### src/rtl/wb_dma_copier_pkg.sv
// rtl/wb_dma_copier_pkg.sv - shared register map, bit positions and engine states
package wb_dma_copier_pkg;

    localparam logic [31:0] REG_CONTROL = 32'd0;
    localparam logic [31:0] REG_STATUS  = 32'd1;
    localparam logic [31:0] REG_SRC     = 32'd2;
    localparam logic [31:0] REG_DST     = 32'd3;
    localparam logic [31:0] REG_COUNT   = 32'd4;

    localparam int CTRL_START  = 0;
    localparam int CTRL_INT_EN = 1;
    localparam int CTRL_ABORT  = 2;

    localparam int STAT_BUSY    = 0;
    localparam int STAT_DONE    = 1;
    localparam int STAT_ERROR   = 2;
    localparam int STAT_ABORTED = 3;

    typedef enum logic [2:0] {
        ST_IDLE = 3'd0,
        ST_RD   = 3'd1,
        ST_GAP  = 3'd2,
        ST_WR   = 3'd3,
        ST_NEXT = 3'd4
    } dma_state_e;

    // Merge a slave write into an existing word honouring byte selects
    function automatic logic [31:0] apply_sel(input logic [31:0] old_val,
                                              input logic [31:0] new_val,
                                              input logic [3:0]  sel);
        logic [31:0] res;
        res = old_val;
        for (int b = 0; b < 4; b++) begin
            if (sel[b]) res[b*8 +: 8] = new_val[b*8 +: 8];
        end
        return res;
    endfunction

endpackage

### src/rtl/dma_copy_engine.sv
// rtl/dma_copy_engine.sv - word-copy FSM with address/count counters and ack timeout
module dma_copy_engine import wb_dma_copier_pkg::*; #(
    parameter int TIMEOUT     = 255,
    parameter int COUNT_WIDTH = 24
) (
    input  logic                   clk,
    input  logic                   rst,
    input  logic                   start,
    input  logic                   abort,
    input  logic [31:0]            cfg_src,
    input  logic [31:0]            cfg_dst,
    input  logic [COUNT_WIDTH-1:0] cfg_count,
    output logic                   busy,
    output logic                   done_set,
    output logic                   error_set,
    output logic                   aborted_set,
    output logic                   status_clear,
    output logic                   o_mem_we,
    output logic                   o_mem_cyc,
    output logic                   o_mem_stb,
    output logic [3:0]             o_mem_sel,
    output logic [31:0]            o_mem_adr,
    output logic [31:0]            o_mem_dat,
    input  logic [31:0]            i_mem_dat,
    input  logic                   i_mem_ack
);

    localparam int TW = $clog2(TIMEOUT + 1);

    dma_state_e             state_q, state_d;
    logic [31:0]            src_q, src_d, dst_q, dst_d, buf_q, buf_d;
    logic [COUNT_WIDTH-1:0] cnt_q, cnt_d;
    logic [TW-1:0]          timer_q, timer_d;
    logic                   abort_pend_q, abort_pend_d;
    logic                   phase_timeout;

    // State and working registers; reset drops the bus immediately
    always_ff @(posedge clk or negedge rst) begin
        if (!rst) begin
            state_q      <= ST_IDLE;
            src_q        <= '0;
            dst_q        <= '0;
            buf_q        <= '0;
            cnt_q        <= '0;
            timer_q      <= '0;
            abort_pend_q <= 1'b0;
        end else begin
            state_q      <= state_d;
            src_q        <= src_d;
            dst_q        <= dst_d;
            buf_q        <= buf_d;
            cnt_q        <= cnt_d;
            timer_q      <= timer_d;
            abort_pend_q <= abort_pend_d;
        end
    end

    assign phase_timeout = (timer_q == TW'(TIMEOUT - 1));

    // Next-state logic; an abort is only honoured at a phase boundary
    always_comb begin
        state_d      = state_q;
        src_d        = src_q;
        dst_d        = dst_q;
        buf_d        = buf_q;
        cnt_d        = cnt_q;
        timer_d      = timer_q;
        abort_pend_d = abort_pend_q | (abort & (state_q != ST_IDLE));
        done_set     = 1'b0;
        error_set    = 1'b0;
        aborted_set  = 1'b0;
        status_clear = 1'b0;
        case (state_q)
            ST_IDLE: begin
                abort_pend_d = 1'b0;
                timer_d      = '0;
                if (start) begin
                    if (cfg_count == '0) begin
                        done_set = 1'b1;
                    end else begin
                        status_clear = 1'b1;
                        src_d        = cfg_src;
                        dst_d        = cfg_dst;
                        cnt_d        = cfg_count;
                        state_d      = ST_RD;
                    end
                end
            end
            ST_RD, ST_WR: begin
                if (i_mem_ack || phase_timeout) begin
                    timer_d = '0;
                    if (i_mem_ack && state_q == ST_RD) buf_d = i_mem_dat;
                    if (!i_mem_ack) error_set = 1'b1;
                    if (abort_pend_q) aborted_set = 1'b1;
                    if (!i_mem_ack || abort_pend_q) state_d = ST_IDLE;
                    else state_d = (state_q == ST_RD) ? ST_GAP : ST_NEXT;
                end else begin
                    timer_d = timer_q + 1'b1;
                end
            end
            ST_GAP: begin
                if (abort_pend_q) begin
                    aborted_set = 1'b1;
                    state_d     = ST_IDLE;
                end else begin
                    state_d = ST_WR;
                end
            end
            ST_NEXT: begin
                src_d = src_q + 32'd1;
                dst_d = dst_q + 32'd1;
                cnt_d = cnt_q - 1'b1;
                if (abort_pend_q) begin
                    aborted_set = 1'b1;
                    state_d     = ST_IDLE;
                end else if (cnt_q == COUNT_WIDTH'(1)) begin
                    done_set = 1'b1;
                    state_d  = ST_IDLE;
                end else begin
                    state_d = ST_RD;
                end
            end
            default: state_d = ST_IDLE;
        endcase
    end

    // Bus outputs decoded from the registered state
    always_comb begin
        busy      = (state_q != ST_IDLE);
        o_mem_cyc = (state_q == ST_RD) || (state_q == ST_WR);
        o_mem_stb = o_mem_cyc;
        o_mem_we  = (state_q == ST_WR);
        o_mem_sel = o_mem_cyc ? 4'hF : 4'h0;
        o_mem_adr = (state_q == ST_RD) ? src_q : ((state_q == ST_WR) ? dst_q : 32'd0);
        o_mem_dat = buf_q;
    end

endmodule

### src/rtl/wb_dma_copier.sv
// rtl/wb_dma_copier.sv - slave register file and handshake around the copy engine
module wb_dma_copier import wb_dma_copier_pkg::*; #(
    parameter int TIMEOUT     = 255,
    parameter int COUNT_WIDTH = 24
) (
    input  logic        clk,
    input  logic        rst,
    input  logic        i_wbs_we,
    input  logic        i_wbs_cyc,
    input  logic        i_wbs_stb,
    input  logic [3:0]  i_wbs_sel,
    input  logic [31:0] i_wbs_adr,
    input  logic [31:0] i_wbs_dat,
    output logic        o_wbs_ack,
    output logic [31:0] o_wbs_dat,
    output logic        o_wbs_int,
    output logic        o_mem_we,
    output logic        o_mem_cyc,
    output logic        o_mem_stb,
    output logic [3:0]  o_mem_sel,
    output logic [31:0] o_mem_adr,
    output logic [31:0] o_mem_dat,
    input  logic [31:0] i_mem_dat,
    input  logic        i_mem_ack,
    input  logic        i_mem_int
);

    logic                   ack_q, ack_d, int_q, int_d;
    logic [31:0]            rdata_q, rdata_d, src_q, src_d, dst_q, dst_d;
    logic [COUNT_WIDTH-1:0] count_q, count_d;
    logic                   int_en_q, int_en_d;
    logic                   done_q, done_d, error_q, error_d, aborted_q, aborted_d;
    logic                   req, wr_req, rd_req, start_pulse, abort_pulse;
    logic [3:0]             w1c_mask;
    logic                   busy, eng_done, eng_error, eng_aborted, eng_clear;
    logic                   unused_mem_int;

    assign unused_mem_int = i_mem_int;
    assign req    = i_wbs_cyc & i_wbs_stb & ~ack_q;
    assign wr_req = req & i_wbs_we;
    assign rd_req = req & ~i_wbs_we;

    // Register state, ack, read data and interrupt
    always_ff @(posedge clk or negedge rst) begin
        if (!rst) begin
            ack_q     <= 1'b0;
            int_q     <= 1'b0;
            rdata_q   <= '0;
            src_q     <= '0;
            dst_q     <= '0;
            count_q   <= '0;
            int_en_q  <= 1'b0;
            done_q    <= 1'b0;
            error_q   <= 1'b0;
            aborted_q <= 1'b0;
        end else begin
            ack_q     <= ack_d;
            int_q     <= int_d;
            rdata_q   <= rdata_d;
            src_q     <= src_d;
            dst_q     <= dst_d;
            count_q   <= count_d;
            int_en_q  <= int_en_d;
            done_q    <= done_d;
            error_q   <= error_d;
            aborted_q <= aborted_d;
        end
    end

    // Slave decode: register writes, command pulses and read mux
    always_comb begin
        ack_d       = req;
        rdata_d     = '0;
        src_d       = src_q;
        dst_d       = dst_q;
        count_d     = count_q;
        int_en_d    = int_en_q;
        start_pulse = 1'b0;
        abort_pulse = 1'b0;
        w1c_mask    = 4'h0;
        if (wr_req) begin
            case (i_wbs_adr)
                REG_CONTROL: if (i_wbs_sel[0]) begin
                    int_en_d    = i_wbs_dat[CTRL_INT_EN];
                    start_pulse = i_wbs_dat[CTRL_START] & ~busy;
                    abort_pulse = i_wbs_dat[CTRL_ABORT] & busy;
                end
                REG_STATUS:  if (i_wbs_sel[0]) w1c_mask = i_wbs_dat[3:0];
                REG_SRC:     if (!busy) src_d = apply_sel(src_q, i_wbs_dat, i_wbs_sel);
                REG_DST:     if (!busy) dst_d = apply_sel(dst_q, i_wbs_dat, i_wbs_sel);
                REG_COUNT:   if (!busy) count_d = COUNT_WIDTH'(apply_sel(32'(count_q), i_wbs_dat, i_wbs_sel));
                default: ;
            endcase
        end
        if (rd_req) begin
            case (i_wbs_adr)
                REG_CONTROL: rdata_d = {29'd0, 1'b0, int_en_q, 1'b0};
                REG_STATUS:  rdata_d = {28'd0, aborted_q, error_q, done_q, busy};
                REG_SRC:     rdata_d = src_q;
                REG_DST:     rdata_d = dst_q;
                REG_COUNT:   rdata_d = 32'(count_q);
                default:     rdata_d = '0;
            endcase
        end
    end

    // Sticky status: software clear first, then engine clear/set from the same cycle
    always_comb begin
        done_d    = done_q    & ~w1c_mask[STAT_DONE];
        error_d   = error_q   & ~w1c_mask[STAT_ERROR];
        aborted_d = aborted_q & ~w1c_mask[STAT_ABORTED];
        if (eng_clear) begin
            done_d    = 1'b0;
            error_d   = 1'b0;
            aborted_d = 1'b0;
        end
        if (eng_done)    done_d    = 1'b1;
        if (eng_error)   error_d   = 1'b1;
        if (eng_aborted) aborted_d = 1'b1;
        int_d = int_en_q & (done_q | error_q | aborted_q);
    end

    assign o_wbs_ack = ack_q;
    assign o_wbs_dat = rdata_q;
    assign o_wbs_int = int_q;

    dma_copy_engine #(
        .TIMEOUT     (TIMEOUT),
        .COUNT_WIDTH (COUNT_WIDTH)
    ) u_engine (
        .clk          (clk),
        .rst          (rst),
        .start        (start_pulse),
        .abort        (abort_pulse),
        .cfg_src      (src_q),
        .cfg_dst      (dst_q),
        .cfg_count    (count_q),
        .busy         (busy),
        .done_set     (eng_done),
        .error_set    (eng_error),
        .aborted_set  (eng_aborted),
        .status_clear (eng_clear),
        .o_mem_we     (o_mem_we),
        .o_mem_cyc    (o_mem_cyc),
        .o_mem_stb    (o_mem_stb),
        .o_mem_sel    (o_mem_sel),
        .o_mem_adr    (o_mem_adr),
        .o_mem_dat    (o_mem_dat),
        .i_mem_dat    (i_mem_dat),
        .i_mem_ack    (i_mem_ack)
    );

endmodule

### config.mk
export PLATFORM = sky130hd
export DESIGN_NAME = wb_dma_copier
export DESIGN_NICKNAME = d
export VERILOG_FILES = /design/src/rtl/wb_dma_copier_pkg.sv /design/src/rtl/dma_copy_engine.sv /design/src/rtl/wb_dma_copier.sv
export SDC_FILE = /design/constraint.sdc
export NUM_CORES = 1
export LEC_CHECK = 0
export CORE_MARGIN = 5
export CORE_UTILIZATION = 35
export DETAILED_ROUTE_END_ITERATION = 10
export GPL_ROUTABILITY_DRIVEN = 0
export GPL_TIMING_DRIVEN = 0
export RECOVER_POWER = 25
export SLEW_MARGIN = 20
export SYNTH_ARGS = -nofsm -noshare
export SYNTH_HDL_FRONTEND = slang
export SYNTH_SLANG_ARGS = --single-unit
export TNS_END_PERCENT = 10
### constraint.sdc
create_clock -name clk -period 2.3 [get_ports clk]
set_input_delay 0.23 -clock clk [delete_from_list [all_inputs] [get_ports clk]]
set_output_delay 0.23 -clock clk [all_outputs]
set_load 0.01 [all_outputs]
==> impl_metrics.toml, run 1 <==
[synthesis]
syn_inst = 1247
ys_async_sr_fraction = 1.00
synth_compound_area_frac = 0.135
synthAdderAreaFrac = 0.00570
synth-seq-cells = 258
synth-edff-count = 0
syn_area_sq_um = 13200
netlist-cell-type-count = 72
ys.flop_type = "dfrtp_1"
yosysTopAreaCell = "dfrtp_1"
avgSynthCellArea_sq_um = 10.6
yosysWarnings = 0
syn_nets = 1360
yosys.area_share.simple = 0.186
synth.area.mux_share = 0.153
synth_xor_xnor_area_share = 0.00266
synth_top_family_by_area = "simple AND/OR/NAND/NOR gates"
seq_area_frac_synth = 0.490
synth_top_area_share = 0.490
netlist_top_cells_area = "dfrtp_1 49%, mux2_2 6.2%, mux2_4 5.5%"

[sta]
hold_viol = 0
fin_crit_sh = 1.04
setup_tns_ps = -363
fin_crit_ps = 2400
grt_setup_unrepaired = "true"
finalSetupViolCount = 16
tightest_slew_ps = 1330
clock.fmax_mhz = 416
slew_violations = 0
finalClockSkew_ps = 13.8
relSlewSlack = 0.116
hold_slack_ps = 256
setup_slack_ps = -103

[status]
violations = "setup timing"
outcome = "finished with violations"

[layout]
final_nets = 1631
n_antenna_cell = 0
layout.cells.non_filler = 2053
fin_area_sq_um = 18000
drive_above_1_share = 0.247
syn_to_final_growth_pct = 36.4

[cts]
clockRootBuffer = "clkbuf_16"
cts_sinks = 258
cts.clk_slew.worst_paths_ps = 60
cts-htree-levels = 1
cts_buffers = 30
clock_latency_ps = 560
clockBufferDepth = 3
cts_tree = "yes"

[worst_setup_path]
endpoint_kind = "primary output"
crit_arrival_ps = 2170
path_cells = "buf_8 -> buf_12 -> mux2i_1 -> nor2_1 -> clkdlybuf4s50_1"
setup.worst_path.start_class = "flip-flop"
critPathMaxStageDelay_ps = 480
critPathKind = "reg2out"
path_max_fanout = 10
cpMaxStageDelayCell = "clkdlybuf4s50_1"
r2r_cells = 6
critPathRequiredTime_ps = 2070

[drt]
routed_via_density = 5.67
drt-total-wl_microns = 47400
drc_errors = 0
drt_pre_antenna_iters = 5
post_drt_wl_per_cell_microns = 23.1
vias = 11600
drtIter0Drc = 1189
ant_nets = 0

[min_path]
min_path_type = "in2reg"
holdPathStages = 3

[floorplan]
io_pins = 212
die_h_microns = 204
dieWidth_microns = 204
rows = 71
start_util = 0.352
fp.coreArea_sq_um = 37400
dieArea_sq_um = 41600

[place]
dp.cells = 1970
hpwl_microns = 34600
portBuffers = 209
dpl_cell_area_sq_um = 16000

[global_route]
antenna_found_initial = 0
grt_max_degree = 93
grtUsageTotal = 0.217
grt_pass1_vias = 11500
overflow = 0
grt_pass1_wl_microns = 70700

[power]
ir_worst_vdd_mv = 0.557
p_leak_nw = 7.95
pwr_density_cell_nw_per_um2 = 888

[run]
max_cap_violations = 0
[state kept, by name, summed over array words and instances (netlist names), 3 cells and up]
name,flops
u_engine.dst_q,32
o_wbs_dat,32
src_q,32
u_engine.cnt_q,24
dst_q,32
u_engine.state_q,3
count_q,24
u_engine.o_mem_dat,32
u_engine.timer_q,8
u_engine.src_q,32
[routing by layer]
layer | up-vias | part of all wire | track usage
met1 | 5804 | 0.43 | 0.301
li1 | 5205 | - | -
met2 | 550 | 0.47 | 0.349
met4 | 0 | 0.028 | 0.0646
met5 | - | 0 | 0
met3 | 78 | 0.081 | 0.0411
[cell usage after synthesis, types with 6 or more instances]
| master | instances |
|---|---|
| nand4_1 | 20 |
| a211oi_1 | 15 |
| nand2_1 | 76 |
| nor3_2 | 6 |
| inv_1 | 10 |
| nand2_4 | 6 |
| buf_1 | 13 |
| nor2_1 | 157 |
| nor3_1 | 34 |
| or4_1 | 8 |
| a31oi_1 | 15 |
| a21oi_1 | 35 |
| a22oi_1 | 29 |
| a22o_1 | 25 |
| o31ai_1 | 9 |
| o221a_2 | 14 |
| nand3_1 | 58 |
| o211ai_1 | 13 |
| o22ai_1 | 10 |
| dfrtp_1 | 258 |
| nor4_1 | 26 |
| ha_1 | 6 |
| clkbuf_1 | 39 |
| mux2_2 | 73 |
| or3_1 | 12 |
| mux2i_1 | 47 |
| o21ai_0 | 53 |
| and3_1 | 28 |
| mux2_4 | 48 |
| buf_2 | 11 |
| buf_4 | 7 |
[logic make-up (layout without fill, tap and decap cells)]
family	Yosys count	count (layout)
multiplexers	168	168
AND/OR/NAND/NOR	475	475
flip-flops	258	258
XOR/XNOR	4	4
AO/OA/AOI/OAI	252	252
adder cells (fa/ha/maj)	6	6
buffers and inverters	84	379
[stage by stage]
stage	total power, W	utilization	setup WS (ps)
final	0.0159	0.480	-103
after global routing	0.0167	0.480	-120
after CTS	0.0158	0.469	-157
after detailed placement	0.0105	0.428	-1170
after global placement	0.0104	0.425	-10580
after floorplan	0.00818	-	103
[power breakdown]
| group | switching, W | leakage, nW | internal, W |
|---|---|---|---|
| Clock | 0.00200 | 0.518 | 0.00315 |
| Sequential | 0.000664 | 3.38 | 0.00523 |
| Combinational | 0.00247 | 4.05 | 0.00243 |
[cells in the final DEF, fill, tap and decap left out, types with 15 or more instances in the layout]
master / instances
o21ai_0: 52
mux2_2: 73
mux2i_1: 42
dlygate4sd2_1: 26
nor2_1: 148
mux2_4: 48
a21oi_1: 35
nand2_1: 72
a211oi_1: 15
dfrtp_1: 251
nand3_1: 52
nor3_1: 28
a22oi_1: 29
and3_1: 27
clkbuf_16: 31
buf_4: 38
clkbuf_1: 16
clkdlybuf4s50_1: 175
clkbuf_2: 16
a22o_1: 25
nand4_1: 20
[area by class of cell]
type,count,area (sq um)
Clock buffer,39,845
Buffer,69,536
Multi-Input combinational cell,905,6800
Fill cell,3436,19400
Clock inverter,17,234
Inverter,11,45.0
Sequential cell,258,6460
Timing Repair Buffer,243,2390
Tap cell,511,639
[worst max-delay path, delay by kind of cell (launching register included)]
family        cells  cell delay [ps]
simple gates      1               70
mux               1              290
buf+inv           3              840
flops             1              400
[what timing repair did]
item | in CTS | in global routing
gates resized for setup | 147 | 78
pin swaps | 13 | 24
endpoints found under the setup margin | 281 | 202
buffers inserted | 8 | 21
cloned | 0 | 1
hold endpoints to repair | 109 | 0
hold buffers | 1 | 0
[path summary, 6_finish.rpt]
check / slack (ps) / from / to
setup / recovery: -100 / u_engine.state_q[1] / o_mem_adr[12]
hold / removal: 260 / i_wbs_stb / o_wbs_ack
setup reg to reg: -50 / u_engine.state_q[2] / u_engine.src_q[28]
hold reg to reg: 470 / o_wbs_ack / o_wbs_ack
max in group asynchronous: 550 / rst / u_engine.o_mem_dat[30]
min in group asynchronous: 500 / rst / o_wbs_dat[19]
No activity file was read; power rests on OpenSTA's default activity.
==> run 2, diff against run 1 <==
Settings changed: SETUP_SLACK_MARGIN set to 0.05.
Clock period 2.3 ns to 2.84 ns, I/O delays scaled along.
==> run 2 against run 1 <==
Effect of this change:
- the flow now finishes without violations
- routed wire length down 1.8%
- non-clock buffer count shrank 25
- core utilization fell by 2.1 points
- largest cell class is now flip-flops and latches
- sequential share of layout area increased by 1.6 points
- total power fell by 20%
- die area unchanged
- via count decreased by 0.70%
- register-to-register slack improved by 160 ps
- hold slack better by 54 ps
- first-iteration DRC count is 3.1% lower
==> impl_metrics.toml, run 2 (synthesized netlist as in run 1, its figures left out) <==
[global_route]
grt_pass1_wl_microns = 70000
grt_max_degree = 93
grt_pass1_vias = 11400
overflow = 0
grtUsageTotal = 0.215
antenna_found_initial = 0

[worst_setup_path]
critPathRequiredTime_ps = 3280
critPathMaxStageDelay_ps = 620
path_cells = "buf_2 -> nor3_4 -> nand3_1 -> nor2_2 -> nand4_1 -> mux2_4"
startpoint = "u_engine.state_q[2]"
crit_family = "simple AND/OR/NAND/NOR gates"
cpMaxStageDelayCell = "nand4_1"
endpoint_kind = "flip-flop"
critPathKind = "reg2reg"
path_buf_inv = 1
setup.worst_path.start_class = "flip-flop"
crit_arrival_ps = 3170
r2r-start = "u_engine.state_q[2]"
path_max_fanout = 10

[cts]
clock_latency_ps = 560
cts.clk_slew.worst_paths_ps = 60
cts_buffers = 30
cts_sinks = 258
clockBufferDepth = 3
clockRootBuffer = "clkbuf_16"
cts-htree-levels = 1
cts_tree = "yes"

[layout]
final_nets = 1606
final_cell_mix = "257 x dfrtp_1, 208 x clkdlybuf4s50_1, 151 x nor2_1"
final_util = 0.460
fillers = 3483
multi_input_area_sq_um = 6450
layout_commonest_cell = "dfrtp_1"
n_antenna_cell = 0
fin_area_sq_um = 17200
syn_to_final_growth_pct = 30.5
regArea_sq_um = 6460
drive_above_1_share = 0.187

[floorplan]
start_util = 0.352
io_pins = 212
dieWidth_microns = 204
rows = 71
die_h_microns = 204
fp.coreArea_sq_um = 37400
dieArea_sq_um = 41600

[power]
ir_worst_vdd_mv = 0.467
p_total_w = 0.0127
cellInternalPower_w = 0.00865
p_switching_w = 0.00404
pwr-share-seq = 0.374
clockPowerShare = 0.327
switching_share = 0.318
p_leak_nw = 7.39
power_frac_comb = 0.299
pwr_density_cell_nw_per_um2 = 738

[min_path]
min_path_type = "in2reg"
min_from = "i_wbs_stb"

[sta]
tightest_slew_ps = 1230
hold_slack_ps = 310
slew_violations = 0
grt_setup_unrepaired = "true"
relSlewSlack = 0.177
finalSetupViolCount = 0
finalClockSkew_ps = 11.1
fin_crit_sh = 0.961
fin_crit_ps = 2730
clock.fmax_mhz = 366
hold_viol = 0

[status]
outcome = "completed"

[place]
portBuffers = 209
hpwl_microns = 34600
dpl_cell_area_sq_um = 16000

[drt]
routed_via_density = 5.70
vias = 11600
drt-total-wl_microns = 46500
drc_errors = 0
ant_nets = 0
drt_pre_antenna_iters = 5
post_drt_wl_per_cell_microns = 22.9
drtIter0Drc = 1152

[run]
max_cap_violations = 0
run 2: worst min-delay path: cells and delay by family:
family	cells	cell delay, ps
buffers and inverters	1	420
and+or+nand+nor	2	120
run 2: per-layer routing:
layer / part of all wire / vias to the layer above / track usage
met1: 0.42 / 5729 / 0.300
met5: 0 / - / 0
met3: 0.090 / 90 / 0.0405
met2: 0.46 / 582 / 0.347
met4: 0.029 / 0 / 0.0608
li1: - / 5154 / -
run 2: cell type report:
class | instances | area share
clock inverter | 17 | 0.0136
clock buffer | 39 | 0.0491
multi-input combinational | 905 | 0.375
timing repair buffer | 215 | 0.125
buffer | 72 | 0.0213
inverter | 11 | 0.00240
tap | 511 | 0.0372
sequential | 258 | 0.376
run 2: final timing paths:
kind / endpoint / slack, ps / cells after the start
worst max-delay path: count_q[10] / 110 / 6
worst min-delay path: o_wbs_ack / 310 / 3
min in group asynchronous: o_wbs_dat[19] / 510 / 2
worst min register to register: o_wbs_ack / 460 / 1
max in group asynchronous: u_engine.o_mem_dat[30] / 650 / 3
worst max register to register: count_q[10] / 110 / 6
run 2: power groups by stage:
stage,clock (W),combinational [W],sequential [W]
after floorplan,0,0.00185,0.00477
after global placement,0,0.00366,0.00476
after detailed placement,0,0.00372,0.00477
after CTS,0.00422,0.00379,0.00472
after global routing,0.00439,0.00406,0.00482
final,0.00415,0.00379,0.00474
run 2: what timing repair did:
| item | 4_1_cts | 5_1_grt |
|---|---|---|
| hold buffers | 1 | 0 |
| gates resized for setup | 32 | 24 |
| pin swaps | 0 | 1 |
| cloned | 0 | 0 |
| setup buffers | 0 | 2 |
| setup endpoints to repair | 178 | 107 |
| hold endpoints to repair | 42 | 0 |
run 2: per-stage QoR:
stage	worst slack [ps]	TNS (ps)	std cells
after floorplan	643	0	1247
after global placement	-10090	-2659620	1967
after detailed placement	-679	-64460	1970
after CTS	-13.6	-24.7	2027
after global routing	1.38	0	2028
final	110	0	2028
